### config.mk
export PLATFORM = sky130hd
export DESIGN_NAME = axis_elastic_buffer
export DESIGN_NICKNAME = d
export VERILOG_FILES = /design/src/rtl/axis_elastic_buffer.sv
export SDC_FILE = /design/constraint.sdc
export NUM_CORES = 1
export LEC_CHECK = 0
export BUFFER_PORTS_ARGS = -buffer_cell sky130_fd_sc_hd__buf_2
export CELL_PAD_IN_SITES_DETAIL_PLACEMENT = 0
export CELL_PAD_IN_SITES_GLOBAL_PLACEMENT = 1
export CORE_MARGIN = 1
export CORE_UTILIZATION = 44
export CTS_CLUSTER_SIZE = 25
export DETAILED_ROUTE_END_ITERATION = 10
export PLACE_DENSITY = 0.79
export SLEW_MARGIN = 20
export SYNTH_ARGS = -nofsm -noshare
export SYNTH_HDL_FRONTEND = slang
export SYNTH_SLANG_ARGS = --single-unit
### constraint.sdc
create_clock -name clk -period 1.9 [get_ports clk]
set_clock_uncertainty 0.15 [all_clocks]
set_input_delay 0.19 -clock clk [delete_from_list [all_inputs] [get_ports clk]]
set_output_delay 0.19 -clock clk [all_outputs]
set_load 0.005 [all_outputs]
### src/rtl/axis_elastic_buffer.sv
// Multi-entry AXI-Stream elastic buffer carrying TDATA and TLAST, with registered
// valid/ready, a synchronous flush and an occupancy output.
module axis_elastic_buffer #(
    parameter int TDATA_WIDTH = 32,
    parameter int DEPTH       = 2,
    parameter int CNT_WIDTH   = $clog2(DEPTH + 1)
) (
    input  logic                   clk,
    input  logic                   rst_n,
    input  logic                   s_tvalid,
    output logic                   s_tready,
    input  logic [TDATA_WIDTH-1:0] s_tdata,
    input  logic                   s_tlast,
    output logic                   m_tvalid,
    input  logic                   m_tready,
    output logic [TDATA_WIDTH-1:0] m_tdata,
    output logic                   m_tlast,
    input  logic                   invalidate,
    output logic [CNT_WIDTH-1:0]   count
);

    localparam int PTR_WIDTH   = (DEPTH > 1) ? $clog2(DEPTH) : 1;
    localparam int ENTRY_WIDTH = TDATA_WIDTH + 1;

    generate
        if (TDATA_WIDTH <= 0 || DEPTH < 2) begin : g_paramCheck
            $fatal(1, "axis_elastic_buffer: TDATA_WIDTH must be > 0 and DEPTH >= 2");
        end
    endgenerate

    logic [ENTRY_WIDTH-1:0] r_mem [DEPTH];
    logic [PTR_WIDTH-1:0]   r_wrPtr;
    logic [PTR_WIDTH-1:0]   r_rdPtr;
    logic [CNT_WIDTH-1:0]   r_cnt;
    logic                   r_mValid;
    logic                   r_sReady;

    logic                   w_push;
    logic                   w_pop;
    logic [CNT_WIDTH-1:0]   w_cntNext;
    logic [PTR_WIDTH-1:0]   w_wrPtrNext;
    logic [PTR_WIDTH-1:0]   w_rdPtrNext;
    logic [ENTRY_WIDTH-1:0] w_head;

    assign w_push = s_tvalid && r_sReady;
    assign w_pop  = r_mValid && m_tready;

    always_comb begin
        w_cntNext = r_cnt;
        if (w_push && !w_pop) begin
            w_cntNext = r_cnt + CNT_WIDTH'(1);
        end else if (!w_push && w_pop) begin
            w_cntNext = r_cnt - CNT_WIDTH'(1);
        end
    end

    // Explicit wrap so non-power-of-2 depths never index past the last entry.
    assign w_wrPtrNext = (r_wrPtr == PTR_WIDTH'(DEPTH - 1)) ? '0 : r_wrPtr + PTR_WIDTH'(1);
    assign w_rdPtrNext = (r_rdPtr == PTR_WIDTH'(DEPTH - 1)) ? '0 : r_rdPtr + PTR_WIDTH'(1);

    // Valid and ready are precomputed from the next occupancy so both handshake
    // outputs come straight from flops.
    always_ff @(posedge clk or negedge rst_n) begin
        if (!rst_n) begin
            r_wrPtr  <= '0;
            r_rdPtr  <= '0;
            r_cnt    <= '0;
            r_mValid <= 1'b0;
            r_sReady <= 1'b0;
        end else if (invalidate) begin
            r_wrPtr  <= '0;
            r_rdPtr  <= '0;
            r_cnt    <= '0;
            r_mValid <= 1'b0;
            r_sReady <= 1'b1;
        end else begin
            if (w_push) begin
                r_wrPtr <= w_wrPtrNext;
            end
            if (w_pop) begin
                r_rdPtr <= w_rdPtrNext;
            end
            r_cnt    <= w_cntNext;
            r_mValid <= (w_cntNext != '0);
            r_sReady <= (w_cntNext < CNT_WIDTH'(DEPTH));
        end
    end

    always_ff @(posedge clk or negedge rst_n) begin
        if (!rst_n) begin
            for (int i = 0; i < DEPTH; i++) begin
                r_mem[i] <= '0;
            end
        end else if (w_push && !invalidate) begin
            r_mem[r_wrPtr] <= {s_tlast, s_tdata};
        end
    end

    assign w_head   = r_mem[r_rdPtr];
    assign m_tdata  = w_head[TDATA_WIDTH-1:0];
    assign m_tlast  = w_head[TDATA_WIDTH];
    assign m_tvalid = r_mValid;
    assign s_tready = r_sReady;
    assign count    = r_cnt;

endmodule

==> impl_metrics.csv, run 1 <==
group,metric,value,unit
finish,finalNonFillerCells,430,
min_path,hold_depth,4,
place,dpl.cell_count,379,
min_path,hp-class,"input port to flip-flop",
critical_path,path_buf_inv,2,
synthesis,netlist_area,3360,µm²
grt,gr-total-overflow,0,
grt,grt_max_degree,73,
critical_path,cp_top_family,"flip-flops",
die,core_area,7330,µm²
power,peakVddDrop,726,µV
die,row_count,31,
finish,multiInputGateArea,1440,µm²
synthesis,synth_cells,210,
synthesis,ys_seq_area_share,53.7,%
status,outcome,"completed",
sta,period_minus_slack,1840,ps
finish,nFillCells,587,
critical_path,critPathSlowestCell,"dfrtp_2",
critical_path,worstPathArrival,1500,ps
routing,met2WireLength,2990,µm
sta,fin_setup_tns,0,ps
sta,setup_viol,0,
die,die_w,89.3,µm
finish,seqCellArea,1800,µm²
critical_path,worstPathMaxFanout,11,
sta,max_slew_margin,74.4,%
power,power.density,1360,nW/µm²
finish,final_cell_area,4450,µm²
finish,drive_gt1_share,60.4,%
sta,max_slew.worst_pin.slew,384,ps
sta,rsz0062_at_grt,"true",
cts,cts_root_buf,"clkbuf_8",
sta,slew_viol_final,0,
routing,antenna_left,0,
power,clkPwrFrac,25.7,%
run,cap_violations,0,
critical_path,critPathMaxStageDelay,450,ps
sta,max_freq,544,MHz
synthesis,synth-seq-cells,72,
power,switching_share,25.1,%
routing,via_count,2096,
place,dp_slack,264,ps
routing,drt_pass1_iterations,4,
finish,antenna_cells,0,
routing,avgRoutedWirePerCell,14.3,µm
die,die_h,89.3,µm
power,total_leakage_power,0.00213,µW
place,place_hpwl,3940,µm
power,intPower,4520,µW
min_path,min_from,"m_tready",
power,switchingPower,1510,µW
finish,final_nets,364,
critical_path,crit_chain,"buf_4 -> mux2_2 -> buf_2",
synthesis,syn_nets,248,
critical_path,startpoint,"r_rdPtr$_DFFE_PN0P_",
cts,ctsHtreeMaxLevel,3,
grt,grt_util_all_layers,17.1,%
die,io_pins,75,
routing,viasPerCell,4.87,
finish,area_growth,32.7,%
cts,clock-sinks,72,
critical_path,path_depth,3,
cts,cts_tree,"built",
sta,whs,140,ps
routing,route.met3.wl,322,µm
routing,routed_wl,6160,µm
critical_path,rr_worst_depth,4,
place,dpl_cell_area,3840,µm²
sta,finalHoldViolations,0,
grt,grt_antenna_before_repair,0,
critical_path,r2r_start,"s_tready$_DFF_PN0_",
routing,drt-initial-drc-count,83,
synthesis,synth.yosys.warnings,0,
die,die_area,7980,µm²
routing,drc_errors,0,
critical_path,startpoint_type,"flip-flop",
cts,cts_made_buffers,9,
grt,grt_pass1_vias,2181,
sta,min_period_over_period,96.8,%
place,port_buffers,74,
synthesis,yosys.cell_types.count,27,
synthesis,syn_area_per_cell,16.0,µm²
cts,clock_latency,330,ps
routing,met1Wirelength,2810,µm
sta,fin_ws,61.0,ps
die,start_util,45.8,%
power,comb_power_share,32.2,%
grt,grt_pass1_wl,10100,µm
critical_path,required,1560,ps
routing,top_layer,"met4",
power,pwr-share-seq,42.1,%
place,place_congestion,0.722,
cts,cts_buffer_depth,2,
critical_path,cp-end-kind,"primary output",
cts,path_clk_slew,70,ps
critical_path,worst-setup-path-type,"flip-flop to primary output",
## registers in the layout, summed over array words and instances (netlist names)
register / count
r_mem: 66
count: 2
m_tvalid: 1
r_rdPtr: 1
r_wrPtr: 1
s_tready: 1
## routing by layer
metal  GRT usage, %  up-vias
met5              0        -
met4           5.63        0
met3           5.36        4
met2           29.2       58
met1           20.5     1044
li1               -      990
## cell usage after synthesis, drive strengths merged
cell type / n / area share (%)
and2: 1 / 0.19
nand4b: 1 / 0.26
mux2i: 2 / 0.60
a21oi: 2 / 0.30
nand2: 3 / 0.56
xor2: 2 / 0.52
nor2: 5 / 0.56
nand4bb: 1 / 0.34
and4bb: 1 / 0.37
nor3: 2 / 0.63
clkbuf: 1 / 0.11
a21boi: 1 / 0.22
mux2: 100 / 37
a22o: 1 / 0.26
or3: 1 / 0.19
buf: 10 / 3.2
and4b: 1 / 0.30
and3: 1 / 0.19
dfrtp: 72 / 54
and3b: 2 / 0.56
## cells by family (layout without fill, tap and decap cells)
| group | after synthesis | after routing | share of synthesized area (%) |
|---|---|---|---|
| AOI/OAI and AO/OA | 4 | 4 | 0.783 |
| xor gates and xnor gates | 2 | 2 | 0.522 |
| buffers and inverters | 11 | 132 | 3.36 |
| DFF | 72 | 72 | 53.7 |
| muxes | 102 | 102 | 37.5 |
| and+or+nand+nor | 19 | 19 | 4.14 |
## final cells by class
cell class / count / share of cell area [%]
sequential: 72 / 40.5
multi-input combinational: 127 / 32.4
timing repair buffer: 116 / 18.5
clock buffer: 11 / 2.95
clock inverter: 5 / 2.89
tap: 99 / 2.78
## layout by cell type (no fill, tap or decap), drive strengths merged
cell         count
and3b            2
xor2             2
and4b            1
dlygate4sd3     35
dfrtp           72
mux2           100
or3              1
nor2             5
clkinv           1
nor3             2
bufinv           4
a22o             1
and3             1
a21oi            2
a21boi           1
nand4bb          1
and4bb           1
clkbuf          11
mux2i            2
nand4b           1
nand2            3
and2             1
buf             81
## stage by stage
stage                     utilization [%]  total power (µW)
after global routing                 60.7              6430
after CTS                            60.7              6130
after floorplan                         -              3820
after global placement               52.4              4400
after detailed placement             52.4              4470
final                                60.7              6040
## worst reg2reg max path, delay by kind of cell, from the launching register on
family / cells / cell delay [ps]
DFF: 1 / 410
buffers and inverters: 1 / 250
muxes: 1 / 370
and+or+nand+nor: 2 / 340
## final timing paths
kind / endpoint / slack (ps)
worst min-delay path: r_rdPtr$_DFFE_PN0P_ / 140
worst min register to register: r_mem[53]$_DFFE_PN0P_ / 350
max in group asynchronous: r_rdPtr$_DFFE_PN0P_ / 1000
worst max register to register: r_mem[36]$_DFFE_PN0P_ / 280
worst max-delay path: m_tdata[27] / 60
min in group asynchronous: r_mem[26]$_DFFE_PN0P_ / 250
## power groups by stage
stage / Sequential (µW) / Clock [µW] / Combinational, µW
final: 2540 / 1550 / 1940
after global routing: 2630 / 1670 / 2130
after CTS: 2540 / 1610 / 1980
after detailed placement: 2550 / 0 / 1920
after global placement: 2540 / 0 / 1870
after floorplan: 2440 / 0 / 1370
## repair_timing
item / 4_1_cts / 5_1_grt
pin swaps: 0 / 0
setup endpoints to repair: 30 / 17
resized for setup: 1 / 0
hold buffers: 35 / 0
setup buffers: 0 / 0
endpoints found under the hold margin: 140 / 0
Note: power is estimated with default switching activity, not from simulation.
==> inputs of run 2 (changes only) <==
PLACE_DENSITY = 0.87   (was 0.79)
==> impl_metrics.csv, run 2 (synthesis gave the netlist of run 1 again) <==
group,metric,value,unit
critical_path,rr_worst_depth,4,
grt,grt_max_degree,73,
die,io_pins,75,
critical_path,path_depth,3,
power,clkPwrFrac,19.1,%
power,intPower,4010,µW
sta,max_slew.worst_pin.slew,395,ps
finish,largest_reg_flops,66,
routing,avgRoutedWirePerCell,14.7,µm
routing,drt_pass1_iterations,4,
power,power.density,1270,nW/µm²
sta,rsz0062_at_grt,"false",
sta,finalHoldViolations,0,
routing,antenna_left,0,
sta,fin_ws,91.6,ps
power,switching_share,27.7,%
routing,drc_errors,0,
critical_path,rr_endpoint,"r_mem[41]$_DFFE_PN0P_",
critical_path,r2r_start,"s_tready$_DFF_PN0_",
cts,clock-sinks,72,
grt,grt_pass1_vias,2134,
run,cap_violations,0,
sta,max_freq,553,MHz
die,die_h,89.3,µm
critical_path,crit_path_end,"m_tdata[17]",
cts,cts_tree,"built",
die,core_area,7330,µm²
critical_path,startpoint,"r_rdPtr$_DFFE_PN0P_",
grt,grt_antenna_before_repair,0,
grt,grt_util_all_layers,17.2,%
routing,met2WireLength,3030,µm
routing,route.met3.wl,194,µm
die,row_count,31,
critical_path,required,1560,ps
cts,cts_buffer_depth,2,
place,dp_slack,217,ps
routing,via_count,2104,
power,total_leakage_power,0.00209,µW
power,pwr-share-seq,45.5,%
sta,min_period_over_period,95.2,%
cts,clock_latency,330,ps
sta,slew_viol_final,0,
critical_path,path_buf_inv,2,
place,place_congestion,0.706,
finish,final_core_utilization,59.5,%
critical_path,critPathMaxStageDelay,380,ps
routing,met1Wirelength,3030,µm
finish,final_nets,364,
critical_path,cp_top_family,"buffers and inverters",
critical_path,worstPathArrival,1470,ps
sta,setup_viol,0,
routing,top_layer,"met4",
critical_path,rrSetupSlack,200,ps
sta,fin_setup_tns,0,ps
routing,drt-initial-drc-count,49,
cts,cts_root_buf,"clkbuf_8",
finish,final_cell_mix,"buf_2 (74), dfrtp_1 (72), mux2_2 (70)",
finish,largest_register,"r_mem",
die,start_util,45.8,%
sta,whs,154,ps
cts,ctsHtreeMaxLevel,3,
critical_path,critPathSlowestCell,"mux2_2",
sta,period_minus_slack,1810,ps
status,outcome,"completed",
power,peakVddDrop,641,µV
power,switchingPower,1540,µW
place,port_buffers,74,
finish,drive_gt1_share,60.6,%
critical_path,cp-end-kind,"primary output",
routing,viasPerCell,4.90,
critical_path,crit_chain,"buf_4 -> mux2_2 -> buf_2",
finish,finalNonFillerCells,429,
finish,nFillCells,579,
place,place_hpwl,4040,µm
finish,layout_commonest_cell,"buf_2",
die,die_w,89.3,µm
min_path,hp-class,"input port to flip-flop",
grt,grt_pass1_wl,10100,µm
sta,max_slew_margin,73.6,%
cts,cts_made_buffers,9,
cts,path_clk_slew,70,ps
die,die_area,7980,µm²
critical_path,worst-setup-path-type,"flip-flop to primary output",
routing,routed_wl,6330,µm
finish,antenna_cells,0,
grt,gr-total-overflow,0,
place,dpl.cell_count,379,
finish,area_growth,30.0,%
critical_path,startpoint_type,"flip-flop",
critical_path,worstPathMaxFanout,18,
power,comb_power_share,35.4,%
run 2: routing by layer:
| layer | GRT usage, % | vias to the layer above |
|---|---|---|
| met5 | 0 | - |
| met4 | 8.23 | 0 |
| met3 | 3.79 | 6 |
| met2 | 27.0 | 43 |
| met1 | 22.6 | 1069 |
| li1 | - | 986 |
run 2: timing repair:
action,CTS,global route
hold endpoints to repair,140,0
buffers inserted,0,0
resized for setup,0,0
hold buffers,35,0
run 2: how the worst min path moves through the flow:
stage | start | endpoint | slack, ps | depth (start not counted)
6_report | m_tready | r_rdPtr$_DFFE_PN0P_ | 150 | 4
5_1_grt | s_tvalid | m_tvalid$_DFF_PN0_ | 170 | 3
4_1_cts | m_tready | r_rdPtr$_DFFE_PN0P_ | 150 | 4
3_5_place_dp | rst_n | r_mem[24]$_DFFE_PN0P_ | 100 | 2
3_3_place_gp | rst_n | r_mem[24]$_DFFE_PN0P_ | 100 | 2
2_1_floorplan | rst_n | count[0]$_DFF_PN0_ | -260 | 0
run 2: final cells by class:
| cell class | count | area [µm²] | area share [%] |
|---|---|---|---|
| repair buffers | 116 | 823 | 18.9 |
| clock inverters | 5 | 33.8 | 0.775 |
| clock buffers | 10 | 138 | 3.16 |
| well taps | 99 | 124 | 2.84 |
| flip-flops and latches | 72 | 1800 | 41.3 |
| multi-input cells | 127 | 1440 | 33.0 |
run 2: stage by stage:
stage | instance area (µm²) | total power, µW
2_1_floorplan | 3360 | 3820
3_3_place_gp | 3840 | 4400
3_5_place_dp | 3840 | 4470
4_1_cts | 4360 | 5620
5_1_grt | 4360 | 5940
6_report | 4360 | 5550
run 2: power by group through the flow:
stage	sequential (µW)	combinational, µW	clock (µW)
2_1_floorplan	2440	1370	0
3_3_place_gp	2510	1890	0
3_5_place_dp	2540	1930	0
4_1_cts	2520	2000	1100
5_1_grt	2620	2160	1160
6_report	2530	1970	1060
run 2: tightest hold or removal path, stage by stage:
cell	delay, ps
buf_2	100
nand2_1	110
xor2_1	140
nor2_1	50
==> inputs of run 3 (changes only) <==
ABC_AREA = 1   (was not set)
CORE_UTILIZATION = 40   (was 44)
PLACE_DENSITY = 0.88   (was 0.87)
==> impl_metrics.csv, run 3 <==
group,metric,value,unit
synthesis,synth-async-reset-ratio,100,%
sta,whs,27.7,ps
min_path,min_from,"s_tvalid",
place,dp_slack,474,ps
power,peakVddDrop,573,µV
run,cap_violations,0,
routing,drt-initial-drc-count,220,
routing,viasPerCell,4.58,
routing,antenna_left,0,
place,dpl.cell_count,552,
critical_path,path_buf_inv,3,
critical_path,critPathSlowestCell,"dfrtp_1",
synthesis,syn_area_per_cell,8.48,µm²
sta,fin_setup_tns,0,ps
routing,drc_errors,0,
critical_path,worst-setup-path-type,"flip-flop to primary output",
sta,period_minus_slack,1800,ps
critical_path,rrSetupSlack,490,ps
critical_path,critPathMaxStageDelay,390,ps
synthesis,yosysMostFrequentCell,"nand2_1",
synthesis,ys_seq_area_share,54.8,%
sta,min_period_over_period,94.9,%
synthesis,synth_area_leaders,"dfrtp_1 (55%), nand2_1 (19%), o21ai_2 (6.1%)",
finish,antenna_cells,0,
die,die_area,8590,µm²
finish,final_nets,533,
critical_path,path_common_cell,"nand2_1",
grt,grt_max_degree,46,
grt,grt_antenna_before_repair,0,
critical_path,crit_chain,"inv_2 -> buf_12 -> nand2_1 -> nand2_1 -> buf_2",
routing,avgRoutedWirePerCell,12.2,µm
finish,drive_gt1_share,27.4,%
sta,max_slew_margin,68.4,%
min_path,hold_depth,4,
cts,cts_tree,"built",
sta,setup_viol,0,
cts,cts_made_buffers,9,
power,total_leakage_power,0.00235,µW
synthesis,synth.yosys.warnings,0,
place,place_congestion,0.745,
synthesis,synth-seq-cells,72,
synthesis,synth_ff_type,"dfrtp_1",
status,outcome,"completed",
place,place_hpwl,4680,µm
synthesis,synth_cells,388,
synthesis,synthTopCellsByCount,"nand2_1 (164), dfrtp_1 (72), inv_1 (39)",
grt,grt_pass1_wl,12200,µm
die,core_area,7850,µm²
critical_path,worstPathMaxFanout,19,
sta,max_slew.worst_pin.slew,474,ps
synthesis,yosysTopAreaCell,"dfrtp_1",
grt,grt_util_all_layers,18.2,%
synthesis,netlist_area,3290,µm²
critical_path,cp-end-kind,"primary output",
grt,gr-total-overflow,0,
cts,path_clk_slew,70,ps
finish,layout_commonest_cell,"nand2_1",
critical_path,worstPathArrival,1460,ps
sta,fin_ws,97.8,ps
sta,rsz0062_at_grt,"false",
sta,finalHoldViolations,0,
die,die_h,92.7,µm
cts,clock_latency,340,ps
synthesis,synth-edff-count,0,
die,start_util,41.9,%
finish,area_growth,29.0,%
finish,finalNonFillerCells,602,
sta,max_freq,555,MHz
routing,drt_pass1_iterations,4,
power,power.density,1250,nW/µm²
min_path,hp-class,"input port to flip-flop",
cts,clock-sinks,72,
grt,grt_pass1_vias,2657,
synthesis,yosys.cell_types.count,17,
synthesis,synth_top_area_share,54.8,%
die,io_pins,75,
critical_path,required,1560,ps
routing,routed_wl,7350,µm
die,row_count,32,
critical_path,rr_endpoint,"r_mem[34]$_DFFE_PN0P_",
finish,largest_reg_flops,66,
cts,cts_root_buf,"clkbuf_8",
cts,cts-resized-gates,0,
place,port_buffers,74,
min_path,min_to,"r_wrPtr$_DFFE_PN0P_",
sta,slew_viol_final,0,
finish,final_cell_mix,"nand2_1 (164), buf_2 (73), dfrtp_1 (72)",
cts,ctsHtreeMaxLevel,3,
critical_path,r2r_start,"s_tready$_DFF_PN0_",
die,die_w,92.7,µm
synthesis,syn_nets,426,
critical_path,cp_top_family,"buffers and inverters",
finish,largest_register,"r_mem",
routing,via_count,2757,
critical_path,startpoint_type,"flip-flop",
cts,cts_buffer_depth,2,
critical_path,rr_worst_depth,6,
[run 3: changes by cell type in the layout (fill, tap and decap cells not counted), sizes merged, moves of 3 or more]
cell	previous run	this run
clkbuf	10	13
inv	0	40
mux2	100	0
nand2	3	179
nand3	0	6
nor2	5	1
o21ai	0	67
[run 3: layout make-up]
class,count,area (µm²)
fill,766,3600
sequential,72,1800
multi-input combinational,254,1170
timing repair buffer,117,818
inverter,41,155
clock buffer,13,149
tap,102,128
clock inverter,3,17.5
[run 3: tightest hold or removal path, stage by stage]
cell and delay [ps]:
buf_2 100, nand2_2 70, nand3_1 70, nand2_1 40
[run 3: logic make-up (layout without fill, tap and decap cells)]
kind of cell	Yosys count	after routing	synth area share [%]
flops	72	72	54.8
compound gates	68	68	13.0
simple gates	186	186	22.7
buf+inv	62	174	9.51
[run 3: metal layers]
layer / vias up / share of wire, % / GRT usage [%]
met1: 1246 / 49 / 25.5
met2: 92 / 44 / 27.7
li1: 1406 / - / -
met4: 0 / 1.7 / 7.95
met3: 13 / 5.2 / 3.45
met5: - / 0 / 0
[run 3: how the worst max path moves through the flow]
stage | start | slack [ps] | cells after the start | to
after floorplan | s_tready$_DFF_PN0_ | 650 | 5 | r_mem[17]$_DFFE_PN0P_
after global placement | r_rdPtr$_DFFE_PN0P_ | 490 | 5 | m_tdata[20]
after detailed placement | r_rdPtr$_DFFE_PN0P_ | 470 | 5 | m_tdata[20]
after CTS | r_rdPtr$_DFFE_PN0P_ | 100 | 5 | m_tdata[20]
after global routing | r_rdPtr$_DFFE_PN0P_ | 20 | 5 | m_tdata[17]
final | r_rdPtr$_DFFE_PN0P_ | 100 | 5 | m_tdata[20]
[run 3: metrics by stage]
step | util (%) | cell area, µm² | power [µW]
after detailed placement | 47.6 | 3740 | 4250
after global placement | 47.6 | 3740 | 4180
after floorplan | - | 3290 | 3600
after CTS | 54.1 | 4240 | 5370
after global routing | 54.1 | 4240 | 5740
final | 54.1 | 4240 | 5310
[run 3: where the power goes]
part / internal, µW / leakage (µW) / switching [µW] / total [µW]
sequential: 2150 / 0.000898 / 353 / 2510
combinational: 827 / 0.00137 / 930 / 1760
clock: 507 / 0.0000834 / 541 / 1050
total: 3490 / 0.00235 / 1820 / 5310
[run 3: timing repair]
| item | in CTS | in global routing |
|---|---|---|
| hold endpoints to repair | 99 | 0 |
| hold buffers | 34 | 0 |
| buffers inserted | 0 | 0 |
